## src/rtl/riscv_fetch_queue_if.sv

```systemverilog
// Fetch-queue handshake bundle: upstream {pc, instr} push side, redirect, and decode-facing head with predecode flags.
interface riscv_fetch_queue_if;
    logic        in_valid;
    logic        in_ready;
    logic [31:0] in_pc;
    logic [31:0] in_instr;
    logic        flush;
    logic        out_valid;
    logic        out_ready;
    logic [31:0] out_pc;
    logic [31:0] out_instr;
    logic        out_is_ctrl;
    logic        out_illegal;
    logic        out_misalign;

    modport master (
        output in_valid, in_pc, in_instr, flush, out_ready,
        input  in_ready, out_valid, out_pc, out_instr, out_is_ctrl, out_illegal, out_misalign
    );

    modport slave (
        input  in_valid, in_pc, in_instr, flush, out_ready,
        output in_ready, out_valid, out_pc, out_instr, out_is_ctrl, out_illegal, out_misalign
    );
endinterface

```

## src/rtl/riscv_fetch_queue.sv

```systemverilog
// Instruction fetch queue: DEPTH-entry FIFO of {pc, instr} between fetch and decode, with flush and head predecode.
module riscv_fetch_queue #(
    parameter int DEPTH  = 4,
    parameter int DROP_W = 16
) (
    input  logic                         clk,
    input  logic                         reset,
    riscv_fetch_queue_if.slave           bus,
    output logic [$clog2(DEPTH+1)-1:0]   count,
    output logic [DROP_W-1:0]            drop_count
);
    localparam int CNT_W = $clog2(DEPTH+1);
    localparam int PTR_W = $clog2(DEPTH);

    logic [31:0]      pc_mem    [DEPTH];
    logic [31:0]      instr_mem [DEPTH];
    logic [PTR_W-1:0] wr_ptr;
    logic [PTR_W-1:0] rd_ptr;
    logic             full;
    logic             empty;
    logic             push;
    logic             pop;
    logic [6:0]       opcode;

    function automatic logic [DROP_W-1:0] sat_add(input logic [DROP_W-1:0] acc,
                                                 input logic [CNT_W-1:0]  inc);
        logic [DROP_W:0] sum;
        sum = {1'b0, acc} + (DROP_W+1)'(inc);
        return sum[DROP_W] ? '1 : sum[DROP_W-1:0];
    endfunction

    function automatic logic is_ctrl_op(input logic [6:0] op);
        return (op == 7'b1101111) || (op == 7'b1100111) || (op == 7'b1100011);
    endfunction

    function automatic logic is_legal_op(input logic [6:0] op);
        logic legal;
        case (op)
            7'b0110111, 7'b0010111, 7'b1101111, 7'b1100111,
            7'b1100011, 7'b0000011, 7'b0100011, 7'b0010011,
            7'b0110011, 7'b0001111, 7'b1110011: legal = 1'b1;
            default:                            legal = 1'b0;
        endcase
        return legal;
    endfunction

    // Full/empty come only from count; pointers alone cannot tell them apart.
    assign full  = (count == CNT_W'(DEPTH));
    assign empty = (count == '0);
    assign push  = bus.in_valid & ~full & ~bus.flush;
    assign pop   = ~empty & bus.out_ready & ~bus.flush;

    assign bus.in_ready  = ~full;
    assign bus.out_valid = ~empty;

    always_ff @(posedge clk or posedge reset) begin
        if (reset) begin
            wr_ptr     <= '0;
            rd_ptr     <= '0;
            count      <= '0;
            drop_count <= '0;
        end else if (bus.flush) begin
            wr_ptr     <= '0;
            rd_ptr     <= '0;
            count      <= '0;
            drop_count <= sat_add(drop_count, count);
        end else begin
            if (push) wr_ptr <= wr_ptr + 1'b1;
            if (pop)  rd_ptr <= rd_ptr + 1'b1;
            case ({push, pop})
                2'b10:   count <= count + CNT_W'(1);
                2'b01:   count <= count - CNT_W'(1);
                default: count <= count;
            endcase
        end
    end

    // Storage is cleared on reset so the head reads as zero until the first push.
    always_ff @(posedge clk or posedge reset) begin
        if (reset) begin
            for (int i = 0; i < DEPTH; i++) begin
                pc_mem[i]    <= '0;
                instr_mem[i] <= '0;
            end
        end else if (push) begin
            pc_mem[wr_ptr]    <= bus.in_pc;
            instr_mem[wr_ptr] <= bus.in_instr;
        end
    end

    assign bus.out_pc       = pc_mem[rd_ptr];
    assign bus.out_instr    = instr_mem[rd_ptr];
    assign opcode           = instr_mem[rd_ptr][6:0];
    assign bus.out_is_ctrl  = ~empty & is_ctrl_op(opcode);
    assign bus.out_illegal  = ~empty & ~is_legal_op(opcode);
    assign bus.out_misalign = ~empty & (|pc_mem[rd_ptr][1:0]);
endmodule

```

## src/flat_wrapper.sv

```systemverilog
// flat-port wrapper written by rule: the top's interface ports become plain ports
module riscv_fetch_queue_flat 
#(
    parameter int DEPTH  = 4,
    parameter int DROP_W = 16
)
  (clk, reset, count, drop_count, bus_in_valid, bus_in_pc, bus_in_instr, bus_flush, bus_out_ready, bus_in_ready, bus_out_valid, bus_out_pc, bus_out_instr, bus_out_is_ctrl, bus_out_illegal, bus_out_misalign);
  riscv_fetch_queue_if bus_i ();
  input  logic clk;
  input  logic reset;
  output logic [$clog2(DEPTH+1)-1:0] count;
  output logic [DROP_W-1:0] drop_count;
  input wire logic [$bits(bus_i.in_valid)-1:0] bus_in_valid;
  input wire logic [$bits(bus_i.in_pc)-1:0] bus_in_pc;
  input wire logic [$bits(bus_i.in_instr)-1:0] bus_in_instr;
  input wire logic [$bits(bus_i.flush)-1:0] bus_flush;
  input wire logic [$bits(bus_i.out_ready)-1:0] bus_out_ready;
  output wire logic [$bits(bus_i.in_ready)-1:0] bus_in_ready;
  output wire logic [$bits(bus_i.out_valid)-1:0] bus_out_valid;
  output wire logic [$bits(bus_i.out_pc)-1:0] bus_out_pc;
  output wire logic [$bits(bus_i.out_instr)-1:0] bus_out_instr;
  output wire logic [$bits(bus_i.out_is_ctrl)-1:0] bus_out_is_ctrl;
  output wire logic [$bits(bus_i.out_illegal)-1:0] bus_out_illegal;
  output wire logic [$bits(bus_i.out_misalign)-1:0] bus_out_misalign;
  assign bus_i.in_valid = bus_in_valid;
  assign bus_i.in_pc = bus_in_pc;
  assign bus_i.in_instr = bus_in_instr;
  assign bus_i.flush = bus_flush;
  assign bus_i.out_ready = bus_out_ready;
  assign bus_in_ready = bus_i.in_ready;
  assign bus_out_valid = bus_i.out_valid;
  assign bus_out_pc = bus_i.out_pc;
  assign bus_out_instr = bus_i.out_instr;
  assign bus_out_is_ctrl = bus_i.out_is_ctrl;
  assign bus_out_illegal = bus_i.out_illegal;
  assign bus_out_misalign = bus_i.out_misalign;
  riscv_fetch_queue #(.DEPTH(DEPTH), .DROP_W(DROP_W)) u_core (.clk(clk), .reset(reset), .bus(bus_i), .count(count), .drop_count(drop_count));
endmodule
```

## config.mk

```make
export PLATFORM = sky130hd
export DESIGN_NAME = riscv_fetch_queue_flat
export DESIGN_NICKNAME = d
export VERILOG_FILES = /design/src/rtl/riscv_fetch_queue_if.sv /design/src/rtl/riscv_fetch_queue.sv /design/src/flat_wrapper.sv
export SDC_FILE = /design/constraint.sdc
export NUM_CORES = 1
export LEC_CHECK = 0
export BUFFER_PORTS_ARGS = -buffer_cell sky130_fd_sc_hd__buf_2
export CORE_UTILIZATION = 49
export CTS_CLUSTER_SIZE = 20
export DETAILED_ROUTE_END_ITERATION = 7
export HOLD_SLACK_MARGIN = 0.05
export PLACE_DENSITY = 0.69
export SLEW_MARGIN = 30
export SYNTH_ARGS = -nofsm -noshare
export SYNTH_HDL_FRONTEND = slang
export SYNTH_SLANG_ARGS = --single-unit
```

## constraint.sdc

```tcl
create_clock -name clk -period 13.2 [get_ports clk]
set_clock_uncertainty 0.2 [all_clocks]
set_input_delay 1.98 -clock clk [delete_from_list [all_inputs] [get_ports clk]]
set_output_delay 1.98 -clock clk [all_outputs]
set_load 0.01 [all_outputs]
```

Word level (Yosys, flattened, before mapping)
Index checks and enable logic that the tools add are counted.
{"block": "totals", "ff_bits": 279, "in_bits": 69, "out_inout_bits": 88, "elab_cells": 74}
{"block": "classes", "add_sub_neg": 5, "order_cmp": 3, "eq_ne": 14, "mux": 18, "n_bitwise": 13, "n_reduce_logical": 9}
{"op": "$bwmux W128", "count": 2}
{"op": "$mux W32", "count": 5}
{"op": "$bmux W32 S2", "count": 2}
{"op": "$demux W32 S2", "count": 1}
{"op": "$eq A7 B7 Y1 const B", "count": 4}
{"op": "$eq A7 B6 Y1 const B", "count": 3}
{"op": "$add A16 B3 Y17", "count": 1}
{"op": "$mux W16", "count": 1}
{"op": "$eq A7 B5 Y1 const B", "count": 2}
{"op": "$reduce_or A11 Y1", "count": 1}
{"op": "$mux W2", "count": 4}
{"op": "$and A1 B1 Y1", "count": 7}
{"op": "$eq A7 B2 Y1 const B", "count": 1}
{"op": "$eq A7 B4 Y1 const B", "count": 1}
{"op": "$ge A3 B3 Y1 const B", "count": 2}
{"op": "$not A2 Y3", "count": 2}
{"op": "$pmux W3 S2", "count": 1}
{"op": "$add A2 B1 Y2 const B", "count": 2}
{"op": "$not A1 Y1", "count": 4}
{"op": "$reduce_bool A2 Y1", "count": 2}
{"op": "$add A3 B1 Y3 const B", "count": 1}
{"op": "$eq A3 B3 Y1 const B", "count": 1}
{"op": "$logic_not A3 Y1", "count": 1}
{"op": "$lt A3 B1 Y1 const B", "count": 1}
{"op": "other kinds (9)", "count": 10}

Logic depth before layout (Yosys ltp)
Gate-level depths: netlist of run 1.
{"block": "logic_depth", "ltp_word": 9, "depth_mapped": 7}

Worst setup path before layout of run 1
No wires, ideal clock.
{"block": "synth_timing", "kind": "flip-flop to output port", "from": "register u_core.rd_ptr[0]", "to": "output port bus_out_illegal", "t_arrival_ns": 1.732, "t_required_ns": 11.020, "setup_slack_ns": 9.288, "path_stages_with_launch": 6, "cell_sequence": "dfrtp_1 buf_4 mux4_2 nand3b_2 o41ai_2 a211oi_1"}
{"block": "synth_between", "elab_chain_len": 9}
{"element": "from (decl)", "line": "riscv_fetch_queue.sv:18", "source": "logic [PTR_W-1:0] rd_ptr;"}
{"element": "from (signal assigned)", "line": "riscv_fetch_queue.sv:69", "source": "if (pop) rd_ptr <= rd_ptr + 1'b1;"}
{"element": "$not A2 Y3 *"}
{"element": "$bmux W32 S2 *"}
{"element": "$mux W32 * (2 in a row)"}
{"element": "via bus_out_instr[0]", "line": "flat_wrapper.sv:21", "source": "output wire logic [$bits(bus_i.out_instr)-1:0] bus_out_instr;"}
{"element": "$eq A7 B6 Y1 (tied with other cells)", "line": "riscv_fetch_queue.sv:38", "source": "case (op)"}
{"element": "$reduce_or A11 Y1 *", "line": "riscv_fetch_queue.sv:38"}
{"element": "$mux W1 *", "line": "riscv_fetch_queue.sv:38"}
{"element": "$not A1 Y1 *", "line": "riscv_fetch_queue.sv:95", "source": "assign bus.out_illegal = ~empty & ~is_legal_op(opcode);"}
{"element": "$and A1 B1 Y1 *", "line": "riscv_fetch_queue.sv:95"}
{"element": "to (decl)", "line": "flat_wrapper.sv:23", "source": "output wire logic [$bits(bus_i.out_illegal)-1:0] bus_out_illegal;"}
The timed path passes the listed nets; every way through them passes the cells marked *. The select of a mux whose other input is x is not followed.

Worst setup path after layout of run 1
{"block": "layout_timing", "from": "register u_core.rd_ptr[0]", "to": "output port bus_out_illegal"}
{"block": "layout_between", "elab_chain_len": 9}
{"element": "$not A2 Y3 (implied by the code) *", "line": "riscv_fetch_queue.sv:93", "source": "assign opcode = instr_mem[rd_ptr][6:0];"}
{"element": "$bmux W32 S2 *", "line": "riscv_fetch_queue.sv:93"}
{"element": "$mux W32 * (2 in a row)"}
{"element": "$eq A7 B6 Y1 (tied with other cells)", "line": "riscv_fetch_queue.sv:38"}
{"element": "$reduce_or A11 Y1 *", "line": "riscv_fetch_queue.sv:38"}
{"element": "$mux W1 *", "line": "riscv_fetch_queue.sv:38"}
{"element": "$not A1 Y1 *", "line": "riscv_fetch_queue.sv:95"}
{"element": "$and A1 B1 Y1 *", "line": "riscv_fetch_queue.sv:95"}
Mark *: on every way between the ends. The rest lies on a longest branch, timed or not. The select of a mux whose other input is x is not followed.

==> results of run 1 <==
==> worst min path at each step <==
stage | from | slack (ns) | cells after the start | to
after detailed placement | u_core.instr_mem[58] | 0.29 | 1 | u_core.instr_mem[58]
after floorplan | u_core.instr_mem[60] | 0.27 | 1 | u_core.instr_mem[60]
final | u_core.pc_mem[89] | 0.30 | 1 | u_core.pc_mem[89]
after CTS | u_core.pc_mem[73] | 0.30 | 1 | u_core.pc_mem[73]
after global routing | u_core.pc_mem[84] | 0.31 | 1 | u_core.pc_mem[84]
after global placement | u_core.pc_mem[87] | 0.28 | 1 | u_core.pc_mem[87]
==> flip-flops by register name, summed over array words and instances (netlist names) <==
| register | count |
|---|---|
| u_core.rd_ptr | 2 |
| u_core.drop_count | 16 |
| u_core.pc_mem | 128 |
| u_core.wr_ptr | 2 |
| u_core.count | 3 |
| u_core.instr_mem | 128 |
==> critical path: cells and delay by family, from the launching register on <==
family          cells  cell delay, ns
buf+inv             2            0.81
mux                 1            0.63
simple gates        1            0.26
flops               1            0.81
compound gates      2            0.39
==> logic make-up after synthesis <==
logic type	Yosys count	share of synthesized area (%)
AOI/OAI and AO/OA	28	1.55
xor gates and xnor gates	7	0.494
adders and majority gates	9	1.03
buffers and inverters	51	2.00
DFF	279	56.2
muxes	324	35.2
and+or+nand+nor	78	3.51
==> cell type report <==
cell class / instances / share of cell area, %
sequential: 279 / 48.4
clock buffer: 45 / 6.15
inverter: 8 / 0.294
multi-input combinational: 446 / 36.3
tap: 324 / 2.81
timing repair buffer: 160 / 5.64
clock inverter: 8 / 0.450
antenna: 2 / 0.0346
==> report_power, final <==
group          leakage, nW  internal [mW]  switching [mW]
sequential            3.49           1.19           0.187
clock                0.476          0.479           0.327
combinational         2.62          0.558           0.385
==> stage by stage <==
step                      power, mW  instance area, um^2  cells  hold WS [ns]
after floorplan                2.04                12400    776         0.274
after global placement         2.30                13400   1217         0.282
after detailed placement       2.35                13500   1217         0.287
after CTS                      3.17                14400   1270         0.301
after global routing           3.32                14400   1270         0.308
final                          3.13                14400   1272         0.298
==> layout by cell type (no fill, tap or decap), types with 5 or more instances in the layout <==
cell and n:
a21oi_1 5, buf_2 156, clkbuf_1 8, clkbuf_16 31, clkbuf_8 6, clkinv_2 7, dfrtp_1 277, ha_1 7
inv_1 7, mux2_2 258, mux4_2 64, nand2_1 18, nand3_1 14, nor2_1 9, o21ai_0 6, o31ai_1 5
==> layer usage <==
layer	global-route usage, %	share of wire (%)	up-vias
met2	31.6	47	152
met4	4.29	1.7	4
met3	4.67	5.6	37
met1	27.8	45	3782
li1	-	-	3216
met5	0	0.093	-
==> flow_metrics.env, run 1 <==
export IMPL_syn_area_um2=12400
export IMPL_core_um2=24600
export IMPL_synth_edff_count=0
export IMPL_rsz0062_at_grt="false"
export IMPL_setup_ws_ns=7.56
export IMPL_synth_avg_cell_area_um2=16.0
export IMPL_endpoint_kind="output pin"
export IMPL_worstSetupEndpoint="bus_out_illegal"
export IMPL_dp_hpwl_mm=14.3
export IMPL_cts_setup_buffers=0
export IMPL_yosysMostFrequentCell="dfrtp_1"
export IMPL_gp_congestion=0.780
export IMPL_grtUsageTotal_pct=19.8
export IMPL_critical_path_class="flop to output pin"
export IMPL_maxCapViolations=0
export IMPL_pin_count=157
export IMPL_holdBufCountCts=0
export IMPL_cp_required_ns=11.02
export IMPL_start_kind="flop"
export IMPL_ir_drop_uv=154
export IMPL_fin_nets=1003
export IMPL_tns_ns=0
export IMPL_power_leakage_nw=6.59
export IMPL_gr_total_overflow=0
export IMPL_p_per_area_nw_per_um2=216
export IMPL_die_w_um=161
export IMPL_grt_pass1_wl_mm=41.0
export IMPL_grt_max_degree=141
export IMPL_ff2ff_setup_slack_ns=10.61
export IMPL_hold_violations=0
export IMPL_wirelength_mm=24.6
export IMPL_period_needed_ns=5.64
export IMPL_regArea_um2=6990
export IMPL_setup_viol=0
export IMPL_seq_area_frac_synth_pct=56.2
export IMPL_synthTopCellsByCount="279 x dfrtp_1, 258 x mux2_2, 64 x mux4_2"
export IMPL_synth_largest_area_cell="dfrtp_1"
export IMPL_antenna_found_initial=4
export IMPL_clockBufferDepth=3
export IMPL_drv_slew=0
export IMPL_async_reset_ff_share_pct=100
export IMPL_path_clk_slew_ns=0.06
export IMPL_yosys_warnings=0
export IMPL_initial_utilization_pct=50.5
export IMPL_yosysTopAreaCellShare_pct=56.2
export IMPL_drive_gt1_share_pct=57.0
export IMPL_run_status="complete, no violations"
export IMPL_post_route_period_util_pct=42.7
export IMPL_via_count=7191
export IMPL_htree_num_levels=1
export IMPL_cts_root_buf="clkbuf_16"
export IMPL_drtIter0Drc=322
export IMPL_crit_fanout=35
export IMPL_crit_start="u_core.rd_ptr[0]"
export IMPL_path_cells="buf_4 -> mux4_2 -> nand3b_2 -> o41ai_2 -> a211oi_1 -> buf_2"
export IMPL_area_delta_synth_final_pct=16.4
export IMPL_cts_tree="done"
export IMPL_cts_num_sinks=279
export IMPL_die_h_um=161
export IMPL_hold_class="flop to flop"
export IMPL_relSlewSlack_pct=40.2
export IMPL_post_cts_resize_count=0
export IMPL_synth_flop_cell="dfrtp_1"
export IMPL_synthDistinctLibCells=43
export IMPL_synthTopCellsByArea="dfrtp_1 56%, mux2_2 23%, mux4_2 12%, buf_2 1.5%, ha_1 0.71%"
export IMPL_ys_seq_elements=279
export IMPL_rr_startpoint="u_core.count[1]"
export IMPL_multi_input_area_um2=5240
export IMPL_drc=0
export IMPL_dp_slack_ns=8.06
export IMPL_ant_nets=0
export IMPL_synthesis_instances=776
export IMPL_insertion_delay_ns=0.54
export IMPL_std_cell_rows=57
export IMPL_dieArea_um2=26000
export IMPL_viasPerCell=5.65
export IMPL_port_buffers=156
export IMPL_grt_pass1_vias=7656
export IMPL_worstMarginPinSlew_ns=0.897
export IMPL_crit_slowest_cell="dfrtp_4"
export IMPL_synth_nets=854
export IMPL_wire_per_inst_um=19.3
export IMPL_nFillCells=1962
export IMPL_reg2reg_to="u_core.pc_mem[116]"
export IMPL_max_freq_ghz=0.177
export IMPL_final_util_pct=58.7
export IMPL_dr_pass1_iters=4
export IMPL_max_stage_delay_ns=0.81
export IMPL_critPathArrivalTime_ns=3.46
export IMPL_numCtsBuffers=30
export IMPL_rr_worst_depth=4
No activity file was read; power rests on OpenSTA's default activity.
==> run 2: changes to the inputs <==
Settings changed: PLACE_DENSITY 0.69 to 0.72.
Clock period 13.2 ns to 4.65 ns, I/O delays scaled along.
==> run 2 against run 1 <==
Compared with the run above:
- sequential power rose to 2.8 times the previous value
- via count decreased by 0.42%
- clock power increased to 3.3 times the previous value
- worst hold slack worse by 0.19 ns
- global-route usage is 0.13 points lower
- final cell count grew 0.24%
- combinational power increased to 2.9 times the previous value
- core utilization grew 0.83 points
- first-iteration DRC count increased by 31%
==> flow_metrics.env, run 2 (same netlist as run 1, synthesis figures left out) <==
export IMPL_ff2ff_setup_slack_ns=1.99
export IMPL_maxCapViolations=0
export IMPL_post_cts_resize_count=0
export IMPL_tns_ns=0
export IMPL_grtUsageTotal_pct=19.7
export IMPL_path_clk_slew_ns=0.06
export IMPL_holdBufCountCts=0
export IMPL_core_um2=24600
export IMPL_drc=0
export IMPL_dp_hpwl_mm=14.8
export IMPL_area_delta_synth_final_pct=18.1
export IMPL_grt_pass1_wl_mm=40.8
export IMPL_pin_count=157
export IMPL_finalPower_mw=9.22
export IMPL_fin_nets=1006
export IMPL_ant_nets=0
export IMPL_period_needed_ns=3.60
export IMPL_grt_use_met3_pct=4.11
export IMPL_wirelength_mm=24.7
export IMPL_grt_busiest_layer="met2"
export IMPL_initial_utilization_pct=50.5
export IMPL_nFillCells=1893
export IMPL_dieArea_um2=26000
export IMPL_critPathArrivalTime_ns=2.70
export IMPL_ir_drop_uv=381
export IMPL_cts_root_buf="clkbuf_16"
export IMPL_antenna_found_initial=2
export IMPL_die_w_um=161
export IMPL_crit_fanout=40
export IMPL_power_leakage_nw=6.69
export IMPL_htree_num_levels=1
export IMPL_start_kind="flop"
export IMPL_post_route_period_util_pct=77.3
export IMPL_setup_viol=0
export IMPL_insertion_delay_ns=0.55
export IMPL_viasPerCell=5.62
export IMPL_run_status="complete, no violations"
export IMPL_rr_startpoint="u_core.count[1]"
export IMPL_gr_total_overflow=0
export IMPL_numCtsBuffers=30
export IMPL_port_buffers=156
export IMPL_rr_worst_depth=4
export IMPL_clockBufferDepth=3
export IMPL_critical_path_class="flop to output pin"
export IMPL_cts_tree="done"
export IMPL_diodes=0
export IMPL_final_cell_mix="277 x dfrtp_1, 258 x mux2_2, 156 x buf_2"
export IMPL_final_common_cell="dfrtp_1"
export IMPL_hold_class="primary input to asynchronous set/reset pin"
export IMPL_wire_per_inst_um=19.3
export IMPL_gp_congestion=0.781
export IMPL_cp_required_ns=3.75
export IMPL_max_freq_ghz=0.278
export IMPL_p_per_area_nw_per_um2=629
export IMPL_drv_slew=0
export IMPL_top_regs="u_core.instr_mem (128), u_core.pc_mem (128), u_core.drop_count (16)"
export IMPL_grt_pass1_vias=7552
export IMPL_endpoint_kind="output pin"
export IMPL_use_met1_pct=28.0
export IMPL_grt_max_degree=105
export IMPL_drtIter0Drc=423
export IMPL_cts_setup_buffers=0
export IMPL_relSlewSlack_pct=46.2
export IMPL_worstMarginPinSlew_ns=0.808
export IMPL_final_cell_area_um2=14700
export IMPL_dr_pass1_iters=4
export IMPL_placed_cell_area_um2=13500
export IMPL_via_count=7161
export IMPL_hold_ws_ns=0.105
export IMPL_reg2reg_to="u_core.instr_mem[112]"
export IMPL_std_cell_rows=57
export IMPL_hold_violations=0
export IMPL_rsz0062_at_grt="false"
export IMPL_cts_num_sinks=279
export IMPL_die_h_um=161
export IMPL_drive_gt1_share_pct=58.1
export IMPL_met2_usage_pct=31.7
[run 2: stage by stage]
step | setup slack (ns) | utilization (%) | std cells
finish | 1.05 | 59.6 | 1275
global route | 0.900 | 59.6 | 1275
CTS | 0.998 | 59.6 | 1275
detailed placement | 1.60 | 55.0 | 1220
global placement | 1.62 | 54.8 | 1220
floorplan | 0.0592 | - | 776
[run 2: how the worst max path moves through the flow]
stage / startpoint / end / slack (ns) / cells past startpoint
detailed placement: u_core.rd_ptr[1] / bus_out_illegal / 1.60 / 5
global placement: u_core.rd_ptr[1] / bus_out_illegal / 1.62 / 5
finish: u_core.rd_ptr[1] / bus_out_illegal / 1.05 / 5
CTS: u_core.rd_ptr[1] / bus_out_illegal / 1.0 / 5
floorplan: reset / u_core.count[0] / 0.06 / 1
global route: u_core.rd_ptr[1] / bus_out_is_ctrl / 0.90 / 4
[run 2: power breakdown]
| part | leakage, nW | internal, mW | switching [mW] |
|---|---|---|---|
| registers | 3.49 | 3.38 | 0.503 |
| logic | 2.64 | 1.59 | 1.11 |
| clock network | 0.560 | 1.66 | 0.967 |
| total | 6.69 | 6.63 | 2.58 |
[run 2: area by class of cell]
| type | instances | area, um^2 | share of cell area, % |
|---|---|---|---|
| inverter | 8 | 33.8 | 0.231 |
| multi-input combinational | 446 | 5240 | 35.8 |
| tap | 324 | 405 | 2.77 |
| clock buffer | 42 | 927 | 6.33 |
| clock inverter | 13 | 196 | 1.34 |
| timing repair buffer | 163 | 858 | 5.86 |
| sequential | 279 | 6990 | 47.7 |
[run 2: critical path, stage by stage, from the launching register on]
cell,delay (ns)
dfrtp_4,0.93
mux4_2,0.45
nand3b_2,0.25
o41ai_2,0.28
a211oi_1,0.08
buf_2,0.14
[run 2: layer usage]
| metal | up-vias | wire (um) | share of wire, % |
|---|---|---|---|
| li1 | 3222 | - | - |
| met1 | 3735 | 11100 | 45 |
| met2 | 162 | 11800 | 48 |
| met3 | 38 | 1260 | 5.1 |
| met4 | 4 | 424 | 1.7 |
| met5 | - | 27 | 0.11 |
